File: src/rtl/alu_pkg.sv
// Shared types and constants for the multi-nibble ALU sequencer.
// Holds the command opcodes, the sequencer state encoding and the ALU opcodes/latency.
package alu_pkg;

    typedef enum logic [2:0] {
        OP_NOT = 3'd0,
        OP_AND = 3'd1,
        OP_XOR = 3'd2,
        OP_ADD = 3'd3,
        OP_SUB = 3'd4
    } cmd_op_e;

    typedef enum logic [1:0] {
        ST_IDLE  = 2'd0,
        ST_ISSUE = 2'd1,
        ST_DRAIN = 2'd2,
        ST_RESP  = 2'd3
    } seq_state_e;

    localparam logic [2:0] ALU_OP_NOT = 3'd0;
    localparam logic [2:0] ALU_OP_AND = 3'd1;
    localparam logic [2:0] ALU_OP_XOR = 3'd2;
    localparam logic [2:0] ALU_OP_ADD = 3'd3;

    // Cycles from driving alu_* inputs to the result being visible on alu_* outputs.
    localparam int ALU_LAT = 2;

endpackage

File: src/rtl/alu_nibble_sequencer.sv
// Slices a wide command into 4-bit nibbles for the registered alu_4bit and reassembles the result.
// Define ALU_SEQ_SUB_EN to enable op 4 (SUB, computed as A + ~B + 1).
//
// state    | meaning
// ST_IDLE  | waiting for a command, cmd_ready high
// ST_ISSUE | driving nibbles into the ALU (every cycle for logic, every 2nd for ADD/SUB)
// ST_DRAIN | all nibbles issued, waiting for the last result capture
// ST_RESP  | response held on rsp_* until rsp_ready
module alu_nibble_sequencer
    import alu_pkg::*;
#(
    parameter int NIBBLES = 4
) (
    input  logic                   clk,
    input  logic                   rst,
    input  logic                   cmd_valid,
    output logic                   cmd_ready,
    input  logic [2:0]             cmd_op,
    input  logic [4*NIBBLES-1:0]   cmd_a,
    input  logic [4*NIBBLES-1:0]   cmd_b,
    input  logic                   cmd_cin,
    output logic                   rsp_valid,
    input  logic                   rsp_ready,
    output logic [4*NIBBLES-1:0]   rsp_data,
    output logic                   rsp_cout,
    output logic                   rsp_err,
    output logic [3:0]             alu_a,
    output logic [3:0]             alu_b,
    output logic                   alu_c,
    output logic [2:0]             alu_opcode,
    input  logic [3:0]             alu_not,
    input  logic [3:0]             alu_and,
    input  logic [3:0]             alu_xor,
    input  logic [3:0]             alu_sum,
    input  logic                   alu_cout
);

    localparam int W     = 4 * NIBBLES;
    localparam int CNT_W = (NIBBLES > 1) ? $clog2(NIBBLES) : 1;
    localparam logic [CNT_W-1:0] LAST = CNT_W'(NIBBLES - 1);

    seq_state_e       state_q, state_d;
    logic [2:0]       op_q, op_d;
    logic [W-1:0]     a_q, a_d;
    logic [W-1:0]     b_q, b_d;
    logic             cin_q, cin_d;
    logic [CNT_W-1:0] cnt_q, cnt_d;
    logic             phase_q, phase_d;
    logic [ALU_LAT-1:0] pend_v_q, pend_v_d;
    logic [CNT_W-1:0] pend_idx_q [ALU_LAT];
    logic [CNT_W-1:0] pend_idx_d [ALU_LAT];
    logic [W-1:0]     rsp_data_q, rsp_data_d;
    logic             rsp_cout_q, rsp_cout_d;
    logic             rsp_err_q, rsp_err_d;

    logic             is_arith;
    logic             is_sub;
    logic             cmd_legal;
    logic             issue;
    logic             cap;
    logic [CNT_W-1:0] cap_idx;
    logic [3:0]       nib_a;
    logic [3:0]       nib_b;

    always_comb begin
        is_sub = 1'b0;
`ifdef ALU_SEQ_SUB_EN
        is_sub = (op_q == OP_SUB);
`endif
        is_arith = (op_q == OP_ADD) || is_sub;

        cmd_legal = 1'b0;
        case (cmd_op)
            OP_NOT, OP_AND, OP_XOR, OP_ADD: cmd_legal = 1'b1;
`ifdef ALU_SEQ_SUB_EN
            OP_SUB:                         cmd_legal = 1'b1;
`endif
            default:                        cmd_legal = 1'b0;
        endcase
    end

    assign issue   = (state_q == ST_ISSUE) && (!is_arith || !phase_q);
    assign cap     = pend_v_q[ALU_LAT-1];
    assign cap_idx = pend_idx_q[ALU_LAT-1];
    assign nib_a   = a_q[{cnt_q, 2'b00} +: 4];
`ifdef ALU_SEQ_SUB_EN
    assign nib_b   = is_sub ? ~b_q[{cnt_q, 2'b00} +: 4] : b_q[{cnt_q, 2'b00} +: 4];
`else
    assign nib_b   = b_q[{cnt_q, 2'b00} +: 4];
`endif

    always_comb begin
        state_d    = state_q;
        op_d       = op_q;
        a_d        = a_q;
        b_d        = b_q;
        cin_d      = cin_q;
        cnt_d      = cnt_q;
        phase_d    = phase_q;
        rsp_data_d = rsp_data_q;
        rsp_cout_d = rsp_cout_q;
        rsp_err_d  = rsp_err_q;
        cmd_ready  = 1'b0;
        rsp_valid  = 1'b0;
        alu_a      = 4'd0;
        alu_b      = 4'd0;
        alu_c      = 1'b0;
        alu_opcode = 3'd0;

        // Track which nibble each in-flight ALU result belongs to.
        pend_v_d[0]   = issue;
        pend_idx_d[0] = cnt_q;
        for (int i = 1; i < ALU_LAT; i++) begin
            pend_v_d[i]   = pend_v_q[i-1];
            pend_idx_d[i] = pend_idx_q[i-1];
        end

        if (issue) begin
            alu_a = nib_a;
            alu_b = nib_b;
            if (is_arith) begin
                alu_opcode = ALU_OP_ADD;
                // Nibble i>0 chains the carry of nibble i-1, which lands on alu_cout this very cycle.
                if (cnt_q == '0) alu_c = is_sub ? 1'b1 : cin_q;
                else             alu_c = alu_cout;
            end else begin
                case (op_q)
                    OP_AND:  alu_opcode = ALU_OP_AND;
                    OP_XOR:  alu_opcode = ALU_OP_XOR;
                    default: alu_opcode = ALU_OP_NOT;
                endcase
            end
        end

        if (cap) begin
            case (op_q)
                OP_NOT:  rsp_data_d[{cap_idx, 2'b00} +: 4] = alu_not;
                OP_AND:  rsp_data_d[{cap_idx, 2'b00} +: 4] = alu_and;
                OP_XOR:  rsp_data_d[{cap_idx, 2'b00} +: 4] = alu_xor;
                default: rsp_data_d[{cap_idx, 2'b00} +: 4] = alu_sum;
            endcase
            if (is_arith && cap_idx == LAST) rsp_cout_d = alu_cout;
        end

        case (state_q)
            ST_IDLE: begin
                cmd_ready = 1'b1;
                if (cmd_valid) begin
                    op_d       = cmd_op;
                    a_d        = cmd_a;
                    b_d        = cmd_b;
                    cin_d      = cmd_cin;
                    cnt_d      = '0;
                    phase_d    = 1'b0;
                    rsp_data_d = '0;
                    rsp_cout_d = 1'b0;
                    rsp_err_d  = !cmd_legal;
                    state_d    = cmd_legal ? ST_ISSUE : ST_RESP;
                end
            end
            ST_ISSUE: begin
                if (is_arith) phase_d = !phase_q;
                if (issue) begin
                    if (cnt_q == LAST) state_d = ST_DRAIN;
                    else               cnt_d   = cnt_q + 1'b1;
                end
            end
            ST_DRAIN: begin
                if (cap && cap_idx == LAST) state_d = ST_RESP;
            end
            ST_RESP: begin
                rsp_valid = 1'b1;
                if (rsp_ready) begin
                    state_d    = ST_IDLE;
                    cnt_d      = '0;
                    phase_d    = 1'b0;
                    rsp_data_d = '0;
                    rsp_cout_d = 1'b0;
                    rsp_err_d  = 1'b0;
                end
            end
            default: state_d = ST_IDLE;
        endcase
    end

    always_ff @(posedge clk) begin
        if (rst) begin
            state_q    <= ST_IDLE;
            op_q       <= 3'd0;
            a_q        <= '0;
            b_q        <= '0;
            cin_q      <= 1'b0;
            cnt_q      <= '0;
            phase_q    <= 1'b0;
            pend_v_q   <= '0;
            for (int i = 0; i < ALU_LAT; i++) pend_idx_q[i] <= '0;
            rsp_data_q <= '0;
            rsp_cout_q <= 1'b0;
            rsp_err_q  <= 1'b0;
        end else begin
            state_q    <= state_d;
            op_q       <= op_d;
            a_q        <= a_d;
            b_q        <= b_d;
            cin_q      <= cin_d;
            cnt_q      <= cnt_d;
            phase_q    <= phase_d;
            pend_v_q   <= pend_v_d;
            for (int i = 0; i < ALU_LAT; i++) pend_idx_q[i] <= pend_idx_d[i];
            rsp_data_q <= rsp_data_d;
            rsp_cout_q <= rsp_cout_d;
            rsp_err_q  <= rsp_err_d;
        end
    end

    assign rsp_data = rsp_data_q;
    assign rsp_cout = rsp_cout_q;
    assign rsp_err  = rsp_err_q;

endmodule

File: config.mk
export PLATFORM = sky130hd
export DESIGN_NAME = alu_nibble_sequencer
export DESIGN_NICKNAME = d
export VERILOG_FILES = /design/src/rtl/alu_pkg.sv /design/src/rtl/alu_nibble_sequencer.sv
export SDC_FILE = /design/constraint.sdc
export NUM_CORES = 1
export LEC_CHECK = 0
export ABC_AREA = 0
export CAP_MARGIN = 20
export CORE_MARGIN = 3
export CORE_UTILIZATION = 48
export DETAILED_ROUTE_END_ITERATION = 6
export HOLD_SLACK_MARGIN = 0.05
export PLACE_DENSITY = 0.9
export SLEW_MARGIN = 20
export SYNTH_ARGS = -nofsm -noshare
export SYNTH_HDL_FRONTEND = slang
export SYNTH_SLANG_ARGS = --single-unit
File: constraint.sdc
create_clock -name clk -period 2 [get_ports clk]
set_clock_uncertainty 0.1 [all_clocks]
set_input_delay 0.5 -clock clk [delete_from_list [all_inputs] [get_ports clk]]
set_output_delay 0.5 -clock clk [all_outputs]
set_load 0.01 [all_outputs]
==> run metrics <==
result of the run finished with violations; failing checks setup timing; maximum fanout along the worst path 7; smallest setup slack after layout -267 ps; endpoint arrival time on the critical path 1670 ps; worst path bufs/invs 2; number of setup violations in the final report 9; via/cell ratio 5.76; core box area 6100 um^2; die width 86.5 um; total power around 4.3 mW; total number of nets in the final design 535; area share of the largest cell type after synthesis 41.8%; number of global-route vias before repair 3284; Post-Synthesis Cell Area 3110 um^2; FFs w/ async S/R, synth 0%; number of antenna violations at the first check in global routing 0; power per unit of standard cell area approximately 940 nW/um^2; number of flip-flops and latches in the synthesized netlist 65; routed length per placed instance ~17 um; number of detailed-routing iterations run before antenna repair 5; largest incremental delay on the critical path around 520 ps; Yosys cell types 41; final period demand of the worst path ~2300 ps; main flop type after synthesis sky130_fd_sc_hd__dfxtp_1; syn nets 422; kind of cell with the highest combined delay on the critical path multiplexers; cell area after placement approximately 4200 um^2; DP Wirelength roughly 6400 um; Die H 86.5 um; share of synthesized area occupied by flip-flops and latches 41.8%; MaxCap Viol Count 0; count of port buffers added during placement just under 90; cell at the slowest stage of the critical path sky130_fd_sc_hd__mux4_2; Post-route DRC 0; clock sink count 65; commonest cells in the netlist 98 x sky130_fd_sc_hd__nand2_1, 65 x sky130_fd_sc_hd__dfxtp_1, 51 x sky130_fd_sc_hd__a21oi_1; proportion of layout cells with a drive suffix above 1 23.7%; number of DRC markers after the initial detailed-route iteration 143; GR Overflow Total 0; count of fill cells added during filler insertion 411; Synth Instances 354; maximum achievable frequency 441 MHz; Storage cell area approximately 1300 um^2; total count of max-transition violations in the final report 0; Synth Area per Inst 8.79 um^2; count of inserted antenna diode cells 0; Placer Congestion 0.808; maximum buffer depth of the clock tree 2; pin count of the biggest net entering global routing 37; layout overhead on the synthesized area 47.6%; nature of the critical path startpoint flip-flop; clock insertion delay at the later pin of the skew report 350 ps; capturing element type of the critical path output port; floorplan row count 28; critical path class flip-flop to output port; EDFF count, synth 0; required time reported for the critical path endpoint 1400 ps; Reg clk slew, reported paths 70 ps; worst min-delay path class flip-flop to flip-flop; Hold Violations, Final 0; count of antenna-violating nets left after detailed routing 0; cell breakdown of the critical path buf_8 -> mux4_2 -> and3_4 -> buf_6; total via count after detailed routing about 3200; most area-hungry cell type in the Yosys netlist sky130_fd_sc_hd__dfxtp_1; clock buffers created by TritonCTS 9; post-route fraction of the period consumed by the critical path 113%; Synth Warn # 0; Die Outline Area 7490 um^2; Ports 89; Post-Place Worst Slack -494 ps; Initial Util 51.1%; total length of routed wires around 9400 um; clock tree from TritonCTS built; H-tree depth 3; register-to-register setup slack roughly 30 ps; setup repair after global routing missed its margin yes; first-pass GRT wire length 14800 um; most common cell in the netlist sky130_fd_sc_hd__nand2_1; master cell of the clock root buffer sky130_fd_sc_hd__clkbuf_8; reported leakage power 1.76 nW; hold_buf cts 0; maximum vdd ir drop 0.636 mV; cells taking the most area after synthesis sky130_fd_sc_hd__dfxtp_1 42%, sky130_fd_sc_hd__nand2_1 12%, sky130_fd_sc_hd__a21oi_1 8.2%, sky130_fd_sc_hd__mux4_2 5.8%, sky130_fd_sc_hd__ha_1 4.4%; area of the multi-input gates 1790 um^2; Post-Layout Inst Area 4590 um^2; global-route usage over all layers between 20% and 30%
metal layers:
layer  vias up  track usage (%)  routed length, um
met5         -                0                  0
met4         0             13.6                299
met2       167             45.1               4820
met1      1495             27.2               3570
li1       1462                -                  -
met3        29             7.13                689
through the flow:
| step | hold WS [ps] | util, % | setup TNS, ps | cells |
|---|---|---|---|---|
| 2_1_floorplan | 314 | - | 0 | 354 |
| 3_5_place_dp | 330 | 69.3 | -3370 | 525 |
| 3_3_place_gp | 325 | 69.3 | -3110 | 525 |
| 6_report | 337 | 75.4 | -1910 | 547 |
| 4_1_cts | 345 | 74.5 | -1900 | 547 |
| 5_1_grt | 365 | 75.4 | -2350 | 547 |
worst paths after layout:
kind	startpoint	endpoint	depth (start not counted)
hold / removal	pend_v_q[0]$_SDFF_PP0_	pend_v_q[1]$_SDFF_PP0_	1
hold reg to reg	pend_v_q[0]$_SDFF_PP0_	pend_v_q[1]$_SDFF_PP0_	1
setup reg to reg	cnt_q[0]$_SDFFE_PP0P_	cnt_q[0]$_SDFFE_PP0P_	7
setup / recovery	cnt_q[0]$_SDFFE_PP0P_	alu_a[2]	4
final cells by class:
type	count	area share, %
inverters	8	0.654
clock buffers	11	2.86
repair buffers	124	25.8
multi-input cells	259	38.9
well taps	75	2.04
flip-flops and latches	65	28.5
clock inverters	5	1.23
cell families (layout without fill, tap and decap cells):
group,count (synthesis),count (layout),synth area share [%]
adders and majority gates,11,11,4.42
other,1,1,0.120
AOI/OAI and AO/OA,87,87,18.0
buffers and inverters,30,148,4.78
muxes,16,16,8.48
DFF,65,65,41.8
and+or+nand+nor,144,144,22.3
flip-flops by register name (all words and copies together), names as in the netlist:
name,count
a_q,16
op_q,3
rsp_data,16
rsp_err,1
pend_idx_q,4
b_q,16
phase_q,1
cin_q,1
cnt_q,2
rsp_cout,1
state_q,2
pend_v_q,2
power by group:
group / internal, mW / switching (mW)
registers: 1.47 / 0.113
clock network: 0.574 / 0.522
logic: 0.820 / 0.837
placed cells by master, fill, tap and decap left out, drive strengths merged, types with 2 or more instances in the layout:
cell type	Yosys	routed
nor3	2	2
inv	8	8
mux4	8	8
ha	11	11
nand2	98	98
dfxtp	65	65
nor3b	3	3
nor2b	5	5
a21o	2	2
clkinv	0	3
o2bb2ai	4	4
a211oi	7	7
and4	2	2
clkbuf	8	11
nand2b	6	6
a31oi	4	4
clkdlybuf4s50	0	73
nor2	9	9
mux2	3	3
buf	14	49
a311oi	12	12
and3	8	8
and2	6	6
a21oi	51	51
mux2i	5	5
repair_timing:
| item | in CTS | in global routing |
|---|---|---|
| pin swaps | 9 | 3 |
| buffers inserted | 6 | 0 |
| resized for setup | 80 | 14 |
| setup endpoints to repair | 14 | 14 |
Note: power is estimated with default switching activity, not from simulation.
==> RTL edit 1 (same flow settings) <==
Add a define of `ALU_SEQ_SUB_EN`.
--- a/src/rtl/alu_nibble_sequencer.sv
+++ b/src/rtl/alu_nibble_sequencer.sv
@@ -6,6 +6,8 @@
 // ST_ISSUE | driving nibbles into the ALU (every cycle for logic, every 2nd for ADD/SUB)
 // ST_DRAIN | all nibbles issued, waiting for the last result capture
 // ST_RESP  | response held on rsp_* until rsp_ready
+`define ALU_SEQ_SUB_EN
+
 module alu_nibble_sequencer
     import alu_pkg::*;
 #(
Function: changed (a bounded check fails within 4 cycles, from zero or initial values and one cycle with rst high).
==> RTL edit 1 against the unedited design <==
  * Largest cell class unchanged
  * First-iteration DRC count is 59% higher
  * The run still ends with setup timing left
  * Sequential cell count stayed put
  * Cell area is 2.2% higher
  * Setup slack worse by 0.057 ns
  * Power is 7.1% higher
  * Critical endpoint is now alu_a[1]
  * Die area is 0.87% higher
  * Clock power is 11% higher
  * Count of clock-buffer cells in the layout is 2 lower
  * Synthesized cell count is 6.2% higher
  * Area after synthesis is 0.92% higher
  * Routed wire length is 0.68% lower
==> RTL edit 1: results <==
metrics = {
    "synth": {
        "async_flop_share": 0,
        "synth_top_area_frac": 0.414,
        "yosys.cell_types.count": 50,
        "yosysSeqAreaShare": 0.414,
        "ys_top_cells_by_area": "dfxtp_1 (41%), nand2_1 (11%), a21oi_1 (6.7%), mux4_2 (5.7%), ha_1 (4.4%)",
        "yosys_warnings": 0,
        "syn_nets": 444,
        "synthTopCellsByCount": "nand2_1 (91), dfxtp_1 (65), a21oi_1 (42)",
    },
    "global_routing": {
        "grt_max_degree": 34,
        "antenna_found_initial": 0,
        "grt_pass1_vias": 3272,
        "grt_pass1_wl_um": 15200,
        "grt_usage": 0.252,
    },
    "route": {
        "viasPerCell": 5.53,
        "drtPass1Iterations": 4,
        "wire_per_inst_um": 16.1,
        "drt_iter0_markers": 228,
    },
    "clock_network": {
        "cts-root-buf": "clkbuf_8",
        "cts_max_level": 3,
        "clk_latency_ns": 0.34,
        "path_clk_slew_ns": 0.07,
        "cts_buffer_depth": 2,
        "cts_made_buffers": 9,
    },
    "power": {
        "ir_worst_vdd_mv": 0.670,
        "p_leak_nw": 1.78,
    },
    "place": {
        "dp_slack_ns": -0.660,
        "dp_hpwl_um": 6490,
        "gp_congestion": 0.913,
        "io_buffers": 87,
    },
    "setup_path": {
        "worstPathArrival_ns": 1.72,
        "worstPathMaxFanout": 6,
    },
    "final_layout": {
        "antenna_cells": 0,
        "nFillCells": 397,
        "drive_gt1_frac": 0.210,
        "final_net_count": 567,
    },
    "sta": {
        "setup_slack_ns": -0.324,
        "setup_tns_ns": -2.85,
        "setup_viol": 11,
    },
    "hold_path": {
        "hold_path.class": "reg2reg",
    },
    "status": {
        "status": "finished, violations left",
        "violations": "setup timing",
    },
}
[RTL edit 1: changes by cell type after synthesis, sizes merged, moves of 8 or more]
cell and delta:
a311oi -12, nand3 +11, and3 -8, a21oi -8
clkbuf +8, nor2 +14, a32oi +9, o21ai +11
[RTL edit 1: power breakdown]
group          internal, mW  switching [mW]  total (mW)
registers              1.47           0.107        1.58
logic                 0.914           0.932        1.85
clock network         0.701           0.521        1.22
total                  3.09            1.56        4.65
[RTL edit 1: area by class of cell]
class,instances,area (um^2),area share
multi-input combinational,276,1780,0.379
sequential,65,1310,0.279
timing repair buffer,136,1250,0.267
clock buffer,9,124,0.0264
clock inverter,7,95.1,0.0202
tap,75,93.8,0.0200
inverter,11,41.3,0.00879
[RTL edit 1: final timing paths]
check                        start          endpoint  slack, ns  cells past startpoint
setup reg to reg  pend_idx_q[0][2]       rsp_data[6]       0.09                      6
hold / removal    pend_idx_q[0][1]  pend_idx_q[0][3]       0.34                      1
hold reg to reg   pend_idx_q[0][1]  pend_idx_q[0][3]       0.34                      1
setup / recovery          cnt_q[0]          alu_a[1]      -0.32                      5
[RTL edit 1: timing repair]
item / CTS / global route
pin swaps: 7 / 2
gates cloned: 0 / 1
gates resized for setup: 61 / 14
setup endpoints to repair: 13 / 17
endpoints found under the hold margin: 0 / 0
setup buffers: 5 / 3
[RTL edit 1: routing by layer]
| layer | up-vias | part of all wire | GRT usage |
|---|---|---|---|
| met2 | 118 | 0.51 | 0.442 |
| met4 | 0 | 0.027 | 0.102 |
| met5 | - | 0 | 0 |
| met1 | 1508 | 0.40 | 0.297 |
| met3 | 25 | 0.060 | 0.0530 |
| li1 | 1552 | - | - |
[RTL edit 1: per-stage QoR]
step                 util  cell area [um^2]  hold WS [ns]  std cells
detailed placement  0.710              4350         0.336        556
CTS                 0.749              4590         0.351        577
floorplan               -              3150         0.314        376
finish              0.766              4700         0.343        579
global route        0.766              4700         0.373        579
global placement    0.710              4350         0.317        556
[RTL edit 1: logic make-up (layout without fill, tap and decap cells)]
logic type,count (synthesis),in the layout,share of synthesized area
XOR/XNOR,4,4,0.0111
adder cells (fa/ha/maj),11,11,0.0438
multiplexers,12,12,0.0705
AO/OA/AOI/OAI,84,84,0.164
buffers and inverters,35,163,0.0494
other,1,1,0.00119
flip-flops,65,65,0.414
AND/OR/NAND/NOR,164,164,0.246
[RTL edit 1: worst max-delay path, cell delays in order, from the launching register on]
cell and delay (ns):
dfxtp_2 0.35, buf_4 0.13, buf_12 0.11, mux4_2 0.50, nor2b_2 0.17, buf_2 0.13
==> RTL edit 2 (same settings) <==
Made on the original files. Encoding of `seq_state_e`: now Gray code (2 bits for 4 states).
--- a/src/rtl/alu_pkg.sv
+++ b/src/rtl/alu_pkg.sv
@@ -11,10 +11,10 @@
     } cmd_op_e;
 
     typedef enum logic [1:0] {
-        ST_IDLE  = 2'd0,
-        ST_ISSUE = 2'd1,
-        ST_DRAIN = 2'd2,
-        ST_RESP  = 2'd3
+        ST_IDLE  = 2'b00,
+        ST_ISSUE = 2'b01,
+        ST_DRAIN = 2'b11,
+        ST_RESP  = 2'b10
     } seq_state_e;
 
     localparam logic [2:0] ALU_OP_NOT = 3'd0;
Formal check against the unedited RTL: same outputs for any inputs over 4 cycles, from zero or initial values and one cycle with rst high; so few cycles prove little.
==> RTL edit 2 against the unedited design <==
  * The flow still finishes with violations (setup timing)
  * Synthesized cell count up 4.0%
  * Cell area is 4.7% lower
  * Routed wire length shrank 7.5%
  * Cell count decreased by 0.55%
  * Area after synthesis is 0.76% lower
  * Sequential cell count is the same
  * Setup slack better by 0.042 ns
  * Critical path type unchanged
  * Largest cell class unchanged
  * Highest routed layer unchanged
Power is not compared: it rests on default switching activity, and its combinational part moved more than twofold at a synthesized area within 25%.
==> RTL edit 2: results <==
metrics = {
    "final_layout": {
        "drive_gt1_frac": 0.156,
        "nFillCells": 447,
        "final_net_count": 529,
    },
    "setup_path": {
        "critPathTopFamily": "multiplexers",
        "r2r_start": "cnt_q[0]",
        "worstPathMaxFanout": 6,
        "slowest_delay_ns": 0.48,
        "critPathLaunchType": "flip-flop",
        "worstPathArrival_ns": 1.63,
    },
    "synth": {
        "async_flop_share": 0,
        "synth_flop_cell": "dfxtp_1",
        "yosysSeqAreaShare": 0.421,
        "yosys.cell_types.count": 38,
        "synthTopCellsByCount": "nand2_1 (100), dfxtp_1 (65), a21oi_1 (43)",
        "ys_top_cells_by_area": "dfxtp_1 (42%), nand2_1 (12%), a21oi_1 (7.0%), mux4_2 (5.8%), o21ai_0 (4.1%)",
        "syn_nets": 432,
    },
    "hold_path": {
        "hp-start": "pend_idx_q[0][1]",
        "holdPathStages": 1,
    },
    "sta": {
        "setup_viol": 9,
        "setup_slack_ns": -0.226,
    },
    "status": {
        "status": "finished, violations left",
        "violations": "setup timing",
    },
    "clock_network": {
        "cts-root-buf": "clkbuf_8",
        "cts_buffer_depth": 2,
        "cts_max_level": 3,
        "path_clk_slew_ns": 0.08,
        "cts_made_buffers": 9,
    },
    "place": {
        "dp_hpwl_um": 6050,
        "gp_congestion": 0.839,
        "dp_slack_ns": -0.358,
        "placed_area_mm2": 0.00410,
    },
    "route": {
        "drt_iter0_markers": 194,
        "routed_wl_um": 8680,
        "via_count": 2997,
        "drtPass1Iterations": 4,
    },
    "global_routing": {
        "grt_max_degree": 37,
        "grt_pass1_wl_um": 14300,
        "grt_usage": 0.243,
        "grt_pass1_vias": 3114,
    },
    "power": {
        "ir_worst_vdd_mv": 0.461,
    },
}
==> RTL edit 2: cell types whose count changed after synthesis, sizes merged, moves of 8 or more <==
cell	before	now
a31oi	4	16
a21oi	51	43
a311oi	12	0
and3	8	0
o21ai	1	26
and2	6	18
==> RTL edit 2: final timing paths <==
check                          end  slack, ns
setup / recovery          alu_b[3]      -0.23
hold / removal    pend_idx_q[0][3]       0.34
setup reg to reg          cnt_q[0]       0.16
hold reg to reg   pend_idx_q[0][3]       0.34
==> RTL edit 2: cells by family after synthesis <==
family,share of synthesized area
flip-flops,0.421
adder cells (fa/ha/maj),0.0284
multiplexers,0.0778
AND/OR/NAND/NOR,0.254
AO/OA/AOI/OAI,0.164
buffers and inverters,0.0543
other,0.00121
==> RTL edit 2: final cells by class <==
type	count	area [um^2]	share of cell area
Tap cell	75	93.8	0.0214
Inverter	8	32.5	0.00743
Timing Repair Buffer	109	1060	0.241
Multi-Input combinational cell	272	1670	0.381
Clock buffer	10	138	0.0314
Sequential cell	65	1310	0.299
Clock inverter	5	80.1	0.0183
==> RTL edit 2: timing repair <==
action / in CTS / in global routing
buffers inserted: 3 / 0
hold buffers: 0 / 0
resized for setup: 62 / 5
endpoints found under the hold margin: 0 / 0
gates cloned: 1 / 0
pin swaps: 1 / 1
endpoints found under the setup margin: 13 / 16
==> RTL edit 2: stage by stage <==
stage               setup TNS [ns]  std cells
floorplan                        0        368
global placement             -2.08        525
detailed placement           -2.33        525
CTS                          -1.73        544
global route                 -2.19        544
finish                       -1.66        544
==> RTL edit 2: power by group <==
| part | switching (mW) | internal, mW | total, mW |
|---|---|---|---|
| sequential | 0.0389 | 1.36 | 1.40 |
| combinational | 0.273 | 0.306 | 0.579 |
| clock | 0.517 | 0.727 | 1.24 |
| total | 0.829 | 2.39 | 3.22 |
==> RTL edit 2: worst register-to-register path, cell delays in order (launching register included) <==
cell and delay [ns]:
dfxtp_4 0.36, buf_4 0.15, buf_16 0.13, ha_1 0.24
and2_1 0.19, o31a_1 0.29, o21ai_0 0.19, a21oi_1 0.08
==> RTL edit 2: routing by layer <==
| layer | wire (um) | GRT usage | vias up |
|---|---|---|---|
| li1 | - | - | 1448 |
| met1 | 3300 | 0.266 | 1388 |
| met2 | 4450 | 0.438 | 140 |
| met3 | 637 | 0.0513 | 21 |
| met4 | 291 | 0.133 | 0 |
| met5 | 0 | 0 | - |
